==> src/rtl/onehot_decode_pipe.sv <==
// Guarded select-to-one-hot decoder feeding a two-entry skid buffer, with a saturating hit counter.
// Optional even-parity input check is enabled by defining DECODE_PARITY_EN.
module onehot_decode_pipe #(
    parameter int unsigned SEL_W       = 4,
    parameter int unsigned GUARD_W     = 5,
    parameter logic [7:0]  GUARD_MATCH = 8'b0001_0001,
    parameter int unsigned CNT_W       = 16,
    localparam int unsigned N_OUT      = 1 << SEL_W
) (
    input  logic               clk_i,
    input  logic               rst_i,
    input  logic               in_valid_i,
    output logic               in_ready_o,
    input  logic [SEL_W-1:0]   in_sel_i,
    input  logic [GUARD_W-1:0] in_guard_i,
`ifdef DECODE_PARITY_EN
    input  logic               in_par_i,
`endif
    output logic               out_valid_o,
    input  logic               out_ready_i,
    output logic [N_OUT-1:0]   out_onehot_o,
    output logic               out_hit_o,
    output logic [CNT_W-1:0]   hit_count_o,
    output logic               err_sticky_o
);

    typedef struct packed {
        logic [N_OUT-1:0] onehot;
        logic             hit;
    } word_t;

    typedef enum logic [1:0] {StEmpty, StOne, StTwo} state_e;

    state_e           state_q, state_d;
    word_t            head_q, head_d;
    word_t            tail_q, tail_d;
    logic             in_ready_q;
    logic [CNT_W-1:0] cnt_q, cnt_d;
    logic             par_ok;
    logic             in_hit;
    word_t            in_word;
    logic             accept;
    logic             pop;

`ifdef DECODE_PARITY_EN
    assign par_ok = ~^{in_sel_i, in_guard_i, in_par_i};
`else
    assign par_ok = 1'b1;
`endif

    assign in_hit         = par_ok && (in_guard_i == GUARD_MATCH[GUARD_W-1:0]);
    assign in_word.hit    = in_hit;
    assign in_word.onehot = in_hit ? (N_OUT'(1) << in_sel_i) : '0;

    assign out_valid_o  = (state_q != StEmpty);
    assign in_ready_o   = in_ready_q;
    assign accept       = in_valid_i & in_ready_q;
    assign pop          = out_valid_o & out_ready_i;
    assign out_onehot_o = head_q.onehot;
    assign out_hit_o    = head_q.hit;
    assign hit_count_o  = cnt_q;

    always_comb begin
        state_d = state_q;
        head_d  = head_q;
        tail_d  = tail_q;
        unique case (state_q)
            StEmpty: begin
                if (accept) begin
                    head_d  = in_word;
                    state_d = StOne;
                end
            end
            StOne: begin
                // Simultaneous accept and pop keeps occupancy at one: incoming word becomes head.
                if (accept && pop) begin
                    head_d = in_word;
                end else if (accept) begin
                    tail_d  = in_word;
                    state_d = StTwo;
                end else if (pop) begin
                    state_d = StEmpty;
                end
            end
            StTwo: begin
                if (pop) begin
                    head_d  = tail_q;
                    state_d = StOne;
                end
            end
            default: state_d = StEmpty;
        endcase
    end

    always_comb begin
        cnt_d = cnt_q;
        if (accept && in_hit && (cnt_q != '1)) begin
            cnt_d = cnt_q + CNT_W'(1);
        end
    end

    always_ff @(posedge clk_i) begin
        if (rst_i) begin
            state_q    <= StEmpty;
            head_q     <= '0;
            tail_q     <= '0;
            in_ready_q <= 1'b0;
            cnt_q      <= '0;
        end else begin
            state_q    <= state_d;
            head_q     <= head_d;
            tail_q     <= tail_d;
            in_ready_q <= (state_d != StTwo);
            cnt_q      <= cnt_d;
        end
    end

`ifdef DECODE_PARITY_EN
    logic err_q;

    always_ff @(posedge clk_i) begin
        if (rst_i) begin
            err_q <= 1'b0;
        end else if (accept && !par_ok) begin
            err_q <= 1'b1;
        end
    end

    assign err_sticky_o = err_q;
`else
    assign err_sticky_o = 1'b0;
`endif

endmodule

==> config.mk <==
export PLATFORM = sky130hd
export DESIGN_NAME = onehot_decode_pipe
export DESIGN_NICKNAME = d
export VERILOG_FILES = /design/src/rtl/onehot_decode_pipe.sv
export SDC_FILE = /design/constraint.sdc
export NUM_CORES = 1
export LEC_CHECK = 0
export BUFFER_PORTS_ARGS = -buffer_cell sky130_fd_sc_hd__buf_2
export CORE_MARGIN = 1
export CORE_UTILIZATION = 35
export DETAILED_ROUTE_END_ITERATION = 10
export GPL_TIMING_DRIVEN = 0
export REMOVE_ABC_BUFFERS = 1
export SLEW_MARGIN = 25
export SYNTH_ARGS = -nofsm -noshare
export SYNTH_HDL_FRONTEND = slang
export SYNTH_SLANG_ARGS = --single-unit
==> constraint.sdc <==
create_clock -name clk_i -period 3.6 [get_ports clk_i]
set_clock_uncertainty 0.1 [all_clocks]
set_input_delay 0.36 -clock clk_i [delete_from_list [all_inputs] [get_ports clk_i]]
set_output_delay 0.36 -clock clk_i [all_outputs]
set_load 0.005 [all_outputs]
==> summary.md <==
| Metric | Value |
|---|---|
| Io pins | between 40 and 50 |
| Total power | approximately 1.2 mW |
| Worst-margin pin slew | 0.9780 ns |
| Initial Utilization | 36.26% |
| Setup slack, reg-to-reg | 1.48 ns |
| CORE AREA | between 6000 and 7000 sq um |
| Htree depth | 2 |
| Synth Flop Type | dfxtp_1 |
| Die Ht | roughly 86 microns |
| Pwr dens | 414.0 nW/um^2 |
| Reg area | 1061 sq um |
| GP Congestion | 0.8165 |
| Final nets | 338 |
| Worst Hold Depth | 3 |
| CP endpoint kind | flip-flop |
| Total CTS buffers | 5 |
| Sum Neg Setup Slack | 0 ns |
| Synth cell count leaders | dfxtp_1, a21oi_1, nand2_1, nor3_1, nor2_1 |
| Die area | 7418 sq um |
| Sequential area share after synthesis | 42.83% |
| Asr flop ratio synth | 0% |
| Clock Path Buffers | 2 |
| Clock Sinks | 53 |
| Count leader, synth | dfxtp_1 |
| Fin crit share | roughly 59% |
| Critical Path AT | 2.19 ns |
| Switching Share | 23.12% |
| Cts repair resizes | 0 |
| Worst-Skew Late Latency | a little over 0.3 ns |
| Number of synthesized flops with an enable pin | 0 |
| Rel. slew slack | 34.80% |
| Final Hold Fails | 0 |
| DP HPWL | 3.836 mm |
| Rows | 30 |
| Pin count of the biggest net entering global routing | 52 |
| HP Class | in2reg |
| Min Tclk post-route | 2.121 ns |
| Initial antenna violation count | 0 |
| RSZ-0062 raised after global routing | no |
| Most used cell, CP | nor3_1 |
| Post-Syn Instances | 291 |
| CP Class | reg2reg |
| GRT Util Overall | between 15 and 20% |
| Yosys Warn Count | 0 |
| Psw | 0.2766 mW |
| Worst r2r src | state_q[1] |
| Vias per cell | 5.420 |
| Synth cell types | 48 |
| FILL cells | 717 |
| Worst EP required | 3.67 ns |
| R2r worst-path depth | 4 |
| Max Freq | 0.4715 GHz |
| Total wire length | 5.765 mm |
| WHS Endpoint | in_ready_o |
| Synthesis-stage register bit count | 53 |
| Pins over their slew limit | 0 |
| Root Driver | clkbuf_8 |
| Number of global-route vias before repair | 2035 |
| Worst VDD drop | ~150 uV |
| Post-CTS setup buffers | 0 |
| Final setup violation count | 0 |
| ANT nets after route | 0 |
| Total number of vias | 2282 |
| Crit path max fanout | 20 |
| Cts hold-fix bufs | 0 |
| Hold WS | 0.2337 ns |
| CTS tree | yes |
| First-pass GRT wire length | 9.618 mm |
| Comb power frac | 8.6% |
| Clock slew at reported path FFs | 0.10 ns |
| Reg power frac | 50.9% |
| GRT Residual Overflow | 0 |
| Syn_area_per_cell | 8.513 sq um |
| Antenna diode count | 0 |
| Cell taking the most area after synthesis | dfxtp_1 |
| Startpoint of the worst hold path | out_ready_i |
| Outcome | finished clean |
| Synth top area share | 42.83% |
| DRT iter0 DRCs | 137 |
| Share of cells above drive strength 1 | 20.92% |
| Wire per inst | 13.69 microns |
| CP max stage delay | between 0.7 and 0.8 ns |
| Slowest library cell on the worst path | nor2b_2 |
| I/O Buffers | 47 |
| First drt pass iteration count | 4 |
| CP startpoint kind | flip-flop |
| Syn-to-layout area delta | 16.67% |
| Clock Power Share | between 40% and 50% |
| CP cell instances | nor2b_2, nor3_1, a221oi_1, nor3_1 |
| Post-Syn Area | approximately 2500 sq um |
| Synth top area cells | dfxtp_1, a21oi_1, a221oi_1 |
| Area of the multi-input gates | around 1300 sq um |
| DRC Markers | 0 |
| Int Pwr | 0.9198 mW |
| R2R Path End | out_onehot_o[2] |
| Max-cap violations | 0 |
| Die extent in x | ~86 microns |
| Leakage power | around 1.1 nW |
area by class of cell:
| class | count | share of cell area [%] |
|---|---|---|
| multi-input cells | 211 | 45.45 |
| flip-flops and latches | 53 | 36.71 |
| repair buffers | 47 | 8.139 |
| well taps | 96 | 4.156 |
| clock buffers | 5 | 2.381 |
| clock inverters | 3 | 2.381 |
| inverters | 6 | 0.7792 |
cell families after synthesis:
family | Yosys count | share of synthesized area, %
and+or+nand+nor | 139 | 32.42
AOI/OAI and AO/OA | 68 | 18.43
DFF | 53 | 42.83
buffers and inverters | 27 | 4.849
muxes | 2 | 0.8081
adders and majority gates | 1 | 0.5050
other | 1 | 0.1514
layer usage:
layer | wire length (microns) | global-route usage [%]
met5 | 0 | 0
met4 | 79 | 5.909
met3 | 269 | 4.331
met2 | 2696 | 27.13
met1 | 2719 | 20.43
sequential cells by signal, indices dropped and copies added, names as in the netlist:
| signal | cells |
|---|---|
| out_hit_o | 1 |
| state_q | 2 |
| hit_count_o | 16 |
| in_ready_o | 1 |
| out_onehot_o | 16 |
| tail_q | 17 |
power groups by stage:
stage               combinational (mW)  sequential [mW]  clock (mW)
floorplan                       0.0526            0.624           0
CTS                              0.104            0.609       0.501
global placement                 0.102            0.622           0
finish                           0.102            0.609       0.485
detailed placement               0.103            0.623           0
global route                     0.115            0.611       0.527
how the worst max path moves through the flow:
stage	startpoint	to	slack, ns	cells after the start
after floorplan	hit_count_o[0]	hit_count_o[3]	1.65	5
after global placement	state_q[1]	out_onehot_o[2]	1.02	4
after detailed placement	in_guard_i[1]	out_onehot_o[2]	1.40	5
after CTS	state_q[1]	out_onehot_o[2]	1.45	4
after global routing	state_q[1]	out_onehot_o[2]	1.26	4
final	state_q[1]	out_onehot_o[2]	1.48	4
layout by cell type, fill, tap and decap left out, drive strengths merged:
master | Yosys | routed
o31ai | 8 | 8
or3b | 1 | 1
nor2b | 4 | 4
nand2 | 25 | 25
nor3b | 1 | 1
and4 | 2 | 2
nor2 | 22 | 22
mux2i | 2 | 2
o21ba | 1 | 1
o211ai | 1 | 1
a21oi | 30 | 30
nor4b | 2 | 2
and2 | 5 | 5
inv | 6 | 7
a211oi | 2 | 2
nand4 | 11 | 11
and3 | 4 | 4
bufinv | 0 | 2
o21ai | 4 | 4
o21a | 2 | 2
nand2b | 2 | 2
or2 | 1 | 1
nor3 | 25 | 25
nor4 | 3 | 3
nand3b | 1 | 1
and4b | 1 | 1
o21bai | 1 | 1
a2111oi | 1 | 1
o31a | 1 | 1
o22a | 1 | 1
or4 | 6 | 6
conb | 1 | 1
ha | 1 | 1
or3 | 5 | 5
and3b | 1 | 1
clkbuf | 13 | 5
a221oi | 16 | 16
buf | 8 | 47
dfxtp | 53 | 53
nand3 | 17 | 17
critical path, delay by kind of cell, from the launching register on:
kind            cells  cell delay (ns)
compound gates      1             0.35
flops               1             0.51
simple gates        3             1.02
stage by stage:
step                util, %  std cells  worst slack, ns  area [sq um]
global placement      40.04        413            1.019          2735
floorplan                 -        270            1.650          2380
global route          42.31        421            1.259          2890
finish                42.31        421            1.479          2890
CTS                   42.31        421            1.451          2890
detailed placement    40.29        413            1.401          2753
Power figures use the tool's default switching activity.
